File: src/rtl/avalon_s_arbiter_if.sv
// Host-side and device-side Avalon signals of the many-to-one arbiter.
// The slave view belongs to the arbiter; the master view drives the hosts and models the device.
interface avalon_s_arbiter_if #(
  parameter int unsigned NH = 2,
  parameter int unsigned DW = 32,
  parameter int unsigned AW = 32
);
  localparam int unsigned BW = DW / 8;

  logic [NH-1:0]          hosts_avn_read;
  logic [NH-1:0]          hosts_avn_write;
  logic [NH-1:0][AW-1:0]  hosts_avn_address;
  logic [NH-1:0][BW-1:0]  hosts_avn_byte_enable;
  logic [NH-1:0][DW-1:0]  hosts_avn_writedata;
  logic [NH-1:0][DW-1:0]  hosts_avn_readdata;
  logic [NH-1:0]          hosts_avn_waitrequest;

  logic                   device_avn_read;
  logic                   device_avn_write;
  logic [AW-1:0]          device_avn_address;
  logic [BW-1:0]          device_avn_byte_enable;
  logic [DW-1:0]          device_avn_writedata;
  logic [DW-1:0]          device_avn_readdata;
  logic                   device_avn_waitrequest;

  modport slave (
    input  hosts_avn_read, hosts_avn_write, hosts_avn_address,
           hosts_avn_byte_enable, hosts_avn_writedata,
    output hosts_avn_readdata, hosts_avn_waitrequest,
    output device_avn_read, device_avn_write, device_avn_address,
           device_avn_byte_enable, device_avn_writedata,
    input  device_avn_readdata, device_avn_waitrequest
  );

  modport master (
    output hosts_avn_read, hosts_avn_write, hosts_avn_address,
           hosts_avn_byte_enable, hosts_avn_writedata,
    input  hosts_avn_readdata, hosts_avn_waitrequest,
    input  device_avn_read, device_avn_write, device_avn_address,
           device_avn_byte_enable, device_avn_writedata,
    output device_avn_readdata, device_avn_waitrequest
  );
endinterface

File: src/rtl/avalon_s_arbiter.sv
// Round-robin arbiter sharing one Avalon device among NH hosts, with grant lock
// during device stalls and read data steered back to the accepting host.
module avalon_s_arbiter #(
  parameter int unsigned NH = 2,
  parameter int unsigned DW = 32,
  parameter int unsigned AW = 32
) (
  input  logic              clk,
  input  logic              rst,
  avalon_s_arbiter_if.slave bus
);
  localparam int unsigned IW = (NH > 1) ? $clog2(NH) : 1;

  logic [NH-1:0] req;
  logic [IW-1:0] last_grant;
  logic          lock_valid;
  logic [IW-1:0] lock_idx;
  logic          rd_valid;
  logic [IW-1:0] rd_owner;

  logic [IW-1:0] rr_pick;
  logic [IW-1:0] cand;
  int unsigned   idx;
  logic [IW-1:0] grant;
  logic          grant_valid;
  logic          accept;
  logic          rd_accept;

  assign req = bus.hosts_avn_read | bus.hosts_avn_write;

  // Scan from farthest to nearest so the nearest requester after last_grant wins.
  always_comb begin
    rr_pick = last_grant;
    idx     = 0;
    cand    = '0;
    for (int unsigned k = NH; k > 0; k--) begin
      idx  = (32'(last_grant) + k) % NH;
      cand = IW'(idx);
      if (req[cand]) rr_pick = cand;
    end
  end

  assign grant       = lock_valid ? lock_idx : rr_pick;
  assign grant_valid = req[grant];

  // Device mux, host waitrequest fan-out and read-data steering.
  always_comb begin
    bus.device_avn_read        = grant_valid & bus.hosts_avn_read[grant];
    bus.device_avn_write       = grant_valid & bus.hosts_avn_write[grant];
    bus.device_avn_address     = bus.hosts_avn_address[grant];
    bus.device_avn_byte_enable = bus.hosts_avn_byte_enable[grant];
    bus.device_avn_writedata   = bus.hosts_avn_writedata[grant];

    bus.hosts_avn_waitrequest = '1;
    if (grant_valid) bus.hosts_avn_waitrequest[grant] = bus.device_avn_waitrequest;

    bus.hosts_avn_readdata = '0;
    for (int unsigned i = 0; i < NH; i++) begin
      if (rd_valid && (rd_owner == IW'(i))) bus.hosts_avn_readdata[i] = bus.device_avn_readdata;
    end
  end

  assign accept    = (bus.device_avn_read | bus.device_avn_write) & ~bus.device_avn_waitrequest;
  assign rd_accept = bus.device_avn_read & ~bus.device_avn_waitrequest;

  // Lock and round-robin pointer; a stalled host that drops its request releases the lock.
  always_ff @(posedge clk or negedge rst) begin
    if (!rst) begin
      last_grant <= IW'(NH - 1);
      lock_valid <= 1'b0;
      lock_idx   <= '0;
      rd_valid   <= 1'b0;
      rd_owner   <= '0;
    end else begin
      rd_valid <= rd_accept;
      if (rd_accept) rd_owner <= grant;

      if (accept) begin
        lock_valid <= 1'b0;
        last_grant <= grant;
      end else if (grant_valid) begin
        lock_valid <= 1'b1;
        lock_idx   <= grant;
      end else begin
        lock_valid <= 1'b0;
      end
    end
  end
endmodule

File: src/flat_wrapper.sv
// flat-port wrapper written by rule: the top's interface ports become plain ports
module avalon_s_arbiter_flat 
#(
  parameter int unsigned NH = 2,
  parameter int unsigned DW = 32,
  parameter int unsigned AW = 32
)
  (clk, rst, bus_hosts_avn_read, bus_hosts_avn_write, bus_hosts_avn_address, bus_hosts_avn_byte_enable, bus_hosts_avn_writedata, bus_hosts_avn_readdata, bus_hosts_avn_waitrequest, bus_device_avn_read, bus_device_avn_write, bus_device_avn_address, bus_device_avn_byte_enable, bus_device_avn_writedata, bus_device_avn_readdata, bus_device_avn_waitrequest);
  avalon_s_arbiter_if #(.NH(NH), .DW(DW), .AW(AW)) bus_i ();
  input  logic clk;
  input  logic rst;
  input wire logic [$bits(bus_i.hosts_avn_read)-1:0] bus_hosts_avn_read;
  input wire logic [$bits(bus_i.hosts_avn_write)-1:0] bus_hosts_avn_write;
  input wire logic [$bits(bus_i.hosts_avn_address)-1:0] bus_hosts_avn_address;
  input wire logic [$bits(bus_i.hosts_avn_byte_enable)-1:0] bus_hosts_avn_byte_enable;
  input wire logic [$bits(bus_i.hosts_avn_writedata)-1:0] bus_hosts_avn_writedata;
  output wire logic [$bits(bus_i.hosts_avn_readdata)-1:0] bus_hosts_avn_readdata;
  output wire logic [$bits(bus_i.hosts_avn_waitrequest)-1:0] bus_hosts_avn_waitrequest;
  output wire logic [$bits(bus_i.device_avn_read)-1:0] bus_device_avn_read;
  output wire logic [$bits(bus_i.device_avn_write)-1:0] bus_device_avn_write;
  output wire logic [$bits(bus_i.device_avn_address)-1:0] bus_device_avn_address;
  output wire logic [$bits(bus_i.device_avn_byte_enable)-1:0] bus_device_avn_byte_enable;
  output wire logic [$bits(bus_i.device_avn_writedata)-1:0] bus_device_avn_writedata;
  input wire logic [$bits(bus_i.device_avn_readdata)-1:0] bus_device_avn_readdata;
  input wire logic [$bits(bus_i.device_avn_waitrequest)-1:0] bus_device_avn_waitrequest;
  assign bus_i.hosts_avn_read = bus_hosts_avn_read;
  assign bus_i.hosts_avn_write = bus_hosts_avn_write;
  assign bus_i.hosts_avn_address = bus_hosts_avn_address;
  assign bus_i.hosts_avn_byte_enable = bus_hosts_avn_byte_enable;
  assign bus_i.hosts_avn_writedata = bus_hosts_avn_writedata;
  assign bus_hosts_avn_readdata = bus_i.hosts_avn_readdata;
  assign bus_hosts_avn_waitrequest = bus_i.hosts_avn_waitrequest;
  assign bus_device_avn_read = bus_i.device_avn_read;
  assign bus_device_avn_write = bus_i.device_avn_write;
  assign bus_device_avn_address = bus_i.device_avn_address;
  assign bus_device_avn_byte_enable = bus_i.device_avn_byte_enable;
  assign bus_device_avn_writedata = bus_i.device_avn_writedata;
  assign bus_i.device_avn_readdata = bus_device_avn_readdata;
  assign bus_i.device_avn_waitrequest = bus_device_avn_waitrequest;
  avalon_s_arbiter #(.NH(NH), .DW(DW), .AW(AW)) u_core (.clk(clk), .rst(rst), .bus(bus_i));
endmodule
File: config.mk
export PLATFORM = sky130hd
export DESIGN_NAME = avalon_s_arbiter_flat
export DESIGN_NICKNAME = d
export VERILOG_FILES = /design/src/rtl/avalon_s_arbiter_if.sv /design/src/rtl/avalon_s_arbiter.sv /design/src/flat_wrapper.sv
export SDC_FILE = /design/constraint.sdc
export NUM_CORES = 1
export LEC_CHECK = 0
export BUFFER_PORTS_ARGS = -buffer_cell sky130_fd_sc_hd__buf_2
export CAP_MARGIN = 10
export CORE_AREA = 2 2 121 123
export CTS_CLUSTER_SIZE = 14
export DETAILED_ROUTE_END_ITERATION = 10
export DIE_AREA = 0 0 123 125
export PLACE_DENSITY_LB_ADDON = 0.05
export SYNTH_ARGS = -nofsm -noshare
export SYNTH_HDL_FRONTEND = slang
export SYNTH_SLANG_ARGS = --single-unit
File: constraint.sdc
create_clock -name clk -period 2.5 [get_ports clk]
set_input_delay 0.5 -clock clk [delete_from_list [all_inputs] [get_ports clk]]
set_output_delay 0.5 -clock clk [all_outputs]
set_load 0.02 [all_outputs]
### Word level (Yosys, flattened, before mapping)

Cells that the tools add are included.

| word-level totals | value |
|---|---|
| flip-flop bits (word level) | 5 |
| input port bits | 175 |

| cells by class | value |
|---|---|
| bitwise operators | 11 |
| reduce and logical (&&, ||, !) cells | 4 |
| add/subtract/negate cells | 2 |
| multiplexer cells | 26 |
| $lt $le $gt $ge | 4 |

Operators by type and width:

| cell | number |
|---|---|
| 32-bit two-way mux | 6 |
| 1-bit two-way mux | 16 |
| 4-bit two-way mux | 2 |
| 1-bit by 2-bit less-than comparator with 1-bit output (second input constant) | 3 |
| 1-bit AND | 4 |
| 2-bit bitwise OR | 2 |
| 1-bit logical AND | 3 |
| 1-bit inverter | 3 |
| 1-bit adder (second input constant) | 2 |
| 2-bit two-way mux | 1 |
| 2-bit inverter | 1 |
| 2-bit AND reduction | 1 |
| 1-bit demux with 1-bit select | 1 |
| 1-bit >= comparator (second input constant) | 1 |
| 1-bit bitwise OR | 1 |

### Logic depth before layout (Yosys ltp)

| logic depth | value |
|---|---|
| depth after elaboration | 13 |
| depth in mapped cells | 5 |
| mapped depth without buffers | 3 |

### Least setup slack after synthesis

Ideal clock, no wire load.

| path | value |
|---|---|
| path kind | input -> output |
| from | in bus_hosts_avn_write[0] |
| to | out bus_hosts_avn_waitrequest[1] |
| stages | 5 |
| data arrival time | 1.811 ns |
| slack | 0.189 ns |
| path buffers | 2 |
| cells stage by stage | or4b_1 o311a_1 buf_6 buf_6 or3_1 |

| on the way | value |
|---|---|
| cells in the longest elaborated chain, start to end | 13 |
| elaborated cells on any way between the ends | 18 |
| those cells by class | order compare (2); mux (12); bitwise (3); reduce/logical (1) |

Ends and longest elaborated chain:

| what | line | RTL |
|---|---|---|
| start: declaration | flat_wrapper.sv:13 | `input wire logic [$bits(bus_i.hosts_avn_write)-1:0] bus_hosts_avn_write;` |
| 2-bit bitwise OR (*) | avalon_s_arbiter.sv:29 | `assign req = bus.hosts_avn_read \| bus.hosts_avn_write;` |
| 1-bit two-way mux (not written as such) (2 in a row) | avalon_s_arbiter.sv:39 | `if (req[cand]) rr_pick = cand;` |
| 1-bit two-way mux (2 in a row) | avalon_s_arbiter.sv:39 |  |
| 1-bit two-way mux | avalon_s_arbiter.sv:43 | `assign grant = lock_valid ? lock_idx : rr_pick;` |
| 1-bit by 2-bit less-than comparator with 1-bit output (not written as such) / 1-bit >= comparator (equally long branches) | avalon_s_arbiter.sv:55 | `if (grant_valid) bus.hosts_avn_waitrequest[grant] = bus.device_avn_waitrequest;` |
| 1-bit logical AND (not written as such) | avalon_s_arbiter.sv:55 |  |
| 1-bit two-way mux (not written as such) | avalon_s_arbiter.sv:55 |  |
| 1-bit demux with 1-bit select | -- |  |
| 2-bit inverter (no source line) | -- |  |
| 2-bit bitwise OR (no source line) | -- |  |
| 2-bit two-way mux (*) | avalon_s_arbiter.sv:55 |  |
| end: declaration | flat_wrapper.sv:18 | `output wire logic [$bits(bus_i.hosts_avn_waitrequest)-1:0] bus_hosts_avn_waitrequest;` |

Mark *: on every way between the ends. The rest lies on a longest branch, timed or not. The select of a mux whose other input is x is not followed.

### Final worst setup path

| path | value |
|---|---|
| from | reg u_core.last_grant |
| to | out bus_device_avn_writedata[6] |

| on the way | value |
|---|---|
| cells in the longest elaborated chain, start to end | 8 |
| elaborated cells on any way between the ends | 11 |
| those cells by class | add/sub (2); mux (9) |

Ends and longest elaborated chain:

| what | line | RTL |
|---|---|---|
| start: declaration | avalon_s_arbiter.sv:15 | `logic [IW-1:0] last_grant;` |
| start signal: assignment | avalon_s_arbiter.sv:69 | `last_grant <= IW'(NH - 1);` |
| start signal: assignment | avalon_s_arbiter.sv:80 | `last_grant <= grant;` |
| 1-bit adder | avalon_s_arbiter.sv:37 | `idx = (32'(last_grant) + k) % NH;` |
| 1-bit two-way mux (not written as such) (2 in a row) | avalon_s_arbiter.sv:39 |  |
| 1-bit two-way mux | avalon_s_arbiter.sv:39 |  |
| 1-bit two-way mux (*) | avalon_s_arbiter.sv:39 |  |
| 1-bit two-way mux (*) | avalon_s_arbiter.sv:43 |  |
| 32-bit two-way mux (not written as such) (*) (2 in a row) | avalon_s_arbiter.sv:52 | `bus.device_avn_writedata = bus.hosts_avn_writedata[grant];` |
| end: declaration | flat_wrapper.sv:23 | `output wire logic [$bits(bus_i.device_avn_writedata)-1:0] bus_device_avn_writedata;` |

Marked as above.

==> key figures <==
Critical path
  – CP Max Fanout: 27
  – Worst reg2reg path startpoint: u_core.last_grant
  – Critical path type: reg2out
  – R2R Setup Slk: 910 ps
  – Critical Path RT: 2000 ps
  – CP Cell Sequence: or4b_4 -> o311a_4 -> buf_12 -> mux2_4 -> buf_2
  – CP Data Arrival Time: 2060 ps
  – Crit path to: bus_device_avn_writedata[6]
  – Worst setup SP type: register
  – CP delay by family, top: flip-flops
  – Crit path max-delay cell type: dfstp_2
  – Cells on worst reg2reg path: 4
  – Slowest stage delay, CP: 530 ps
  – CP Capture Type: output pin
  – CP Depth: 5
  – CP bufs+invs: 2
  – Capturing point of the worst reg2reg path: u_core.rd_valid
  – Critical Path Start: u_core.last_grant

Pwr
  – Switching power: 0.00129 W
  – P per Cell Area: 719 nW/um^2
  – Logic pwr share: 0.863
  – VDD IR max: 0.274 mV
  – Int Power: 0.00154 W
  – Clk pwr share: 0.091
  – Seq pwr share: 0.046
  – Lkg Pwr: 2.49 nW
  – Overall power: 0.00283 W
  – Net Sw Frac: 0.455

Clock tree
  – Total clock sinks: 5
  – Worst-Skew Late Latency: 220 ps
  – H-tree depth: 1
  – Hold-fix buffers at CTS: 0
  – CTS max path bufs: 2
  – Reg clk slew, reported paths: 30 ps
  – TritonCTS clock tree: yes
  – Total CTS buffers: 3
  – Root buf cell: clkbuf_16

Timing
  – Slew margin rel.: 0.695
  – RSZ-0062 raised after global routing: true
  – Final period utilization: 1.02
  – Final-report max-slew violation count: 0
  – Skew final: 0.411 ps
  – Final period demand of the worst path: 2560 ps
  – # setup viols final: 70
  – Hold_ws: 84.6 ps
  – Hold Vio Cnt, Final: 0
  – FMAX: 391 MHz
  – Setup ws final: -60.4 ps
  – Worst Max-Slew Pin Slew: 451 ps

Global routing
  – First-pass GRT wire length: 13300 um
  – Number of global-route vias before repair: 2479
  – Initial antenna violation count: 0
  – All-Layer GR Usage: 0.110
  – GRT overflow: 0
  – Largest net degree at the start of global routing: 35

Die
  – Initial Util: 0.131
  – Num rows: 44
  – Core region area: 14200 sq um
  – DIE AREA: 15400 sq um
  – Ports: 311
  – Die Y: 125 um
  – Die width: 123 um

Final layout
  – Net count, final: 667
  – Final Non-Filler Cells: 675
  – Layout fillers: 1567
  – Diodes inserted: 0
  – P&R area growth vs syn: 112%
  – Layout cells sized above 1: 0.813

Logic synthesis
  – YS warnings: 0
  – Syn Inst Count: 182
  – Yosys cell types: 23
  – Synth area leader: mux2_4
  – Sequential share of the synthesized area: 0.0681
  – Syn Nets: 357
  – Yosys top cell area share: 0.542
  – FF+latch count, synth: 5
  – Synth Cell Area: 1860 sq um
  – Top cells by area in the synthesized netlist: mux2_4 (54%), and2_1 (11%), and3_1 (11%)
  – Syn_area_per_cell: 10.2 sq um

Route
  – Residual DRC count: 0
  – DR pass1 iterations: 4
  – Via count: 2534
  – Antenna Violating Nets Remaining: 0
  – Via density: 3.75
  – WL per Instance: 14.2 um
  – Final wirelength: 9560 um
  – DR iter-0 viols: 50

Hold path
  – Hold Path Class: in2async

Place
  – PortBufs: 310
  – Post-Place Cells: 671
  – Routability cong.: 0.891
  – HPWL Detailed: 8400 um
  – Place WS: -20.2 ps

Status
  – Status: finished with violations
  – Failing checks: negative setup slack

Job
  – Max-cap violations: 0
## sequential cells by signal, summed over array words and instances, names as in the netlist
register	flops
u_core.last_grant	1
u_core.lock_idx	1
u_core.lock_valid	1
u_core.rd_owner	1
u_core.rd_valid	1
## kinds of logic after synthesis
logic type | after synthesis | synth area share
muxes | 73 | 0.577
and+or+nand+nor | 77 | 0.251
buffers and inverters | 20 | 0.0728
DFF | 5 | 0.0681
AOI/OAI and AO/OA | 7 | 0.0317
## layout by cell type (no fill, tap or decap)
cell type and n:
a221oi_1 1, a22oi_1 1, and2_1 32, and3_1 32
buf_12 2, buf_2 276, buf_4 10, buf_6 34
clkbuf_1 1, clkbuf_16 3, dfrtp_1 4, dfstp_2 1
inv_1 3, mux2_2 4, mux2_4 67, mux2i_1 2
nand2_1 3, nand2b_1 2, nor2_1 5, nor2b_1 1
o21a_1 1, o22ai_1 1, o311a_4 1, o311ai_0 1
o32a_1 1, or3_1 1, or4b_4 1
## worst register-to-register path, cell delays in order, from the launching register on
cell and delay (ps):
dfstp_2 530, or4b_4 450, o311a_4 170, buf_6 180, mux2i_1 140
## through the flow
step	utilization	setup TNS, ps	cell area, sq um
5_1_grt	0.277	-6190	3940
6_report	0.277	-1820	3940
2_1_floorplan	-	0	1860
3_5_place_dp	0.256	-22.7	3640
3_3_place_gp	0.256	0	3640
4_1_cts	0.264	-4160	3750
## power groups by stage
stage	clock, W	combinational, W	sequential (W)
3_5_place_dp	0	0.00228	0.000132
6_report	0.000258	0.00244	0.000129
4_1_cts	0.000263	0.00232	0.000132
5_1_grt	0.000270	0.00260	0.000136
3_3_place_gp	0	0.00228	0.000132
2_1_floorplan	0	0.00162	0.000136
## cells in the mapped netlist
| library cell | n |
|---|---|
| a221oi_1 | 1 |
| a22oi_1 | 1 |
| and2_1 | 32 |
| and3_1 | 32 |
| buf_6 | 8 |
| clkbuf_1 | 9 |
| dfrtp_1 | 4 |
| dfstp_2 | 1 |
| inv_1 | 3 |
| mux2_2 | 4 |
| mux2_4 | 67 |
| mux2i_1 | 2 |
| nand2_1 | 3 |
| nand2b_1 | 2 |
| nor2_1 | 5 |
| nor2b_1 | 1 |
| o21a_1 | 1 |
| o22ai_1 | 1 |
| o311a_1 | 1 |
| o311ai_0 | 1 |
| o32a_1 | 1 |
| or3_1 | 1 |
| or4b_1 | 1 |
## repair_timing
item,in CTS,in global routing
resized for setup,13,56
buffers inserted,0,0
endpoints found under the setup margin,71,71
## area by class of cell
class	instances	area, sq um	share of cell area
clock buffer	4	78.8	0.0200
inverter	3	11.3	0.00286
multi-input combinational	157	1610	0.409
sequential	5	126	0.0321
tap	184	230	0.0585
timing repair buffer	322	1880	0.477
## worst min-delay path by stage
stage / from / end / slack [ps] / depth (start not counted)
2_1_floorplan: rst / u_core.lock_idx / 200 / 0
3_3_place_gp: rst / u_core.rd_owner / 320 / 1
3_5_place_dp: rst / u_core.rd_valid / 320 / 1
4_1_cts: rst / u_core.rd_valid / 90 / 1
5_1_grt: rst / u_core.lock_idx / 90 / 1
6_report: rst / u_core.lock_idx / 80 / 1
## routing by layer
layer	global-route usage	vias to the layer above	routed length, um
li1	-	1272	-
met1	0.117	1123	3420
met2	0.231	135	5340
met3	0.0119	4	747
met4	0.0127	0	53
met5	0	-	0
Power figures use the tool's default switching activity.
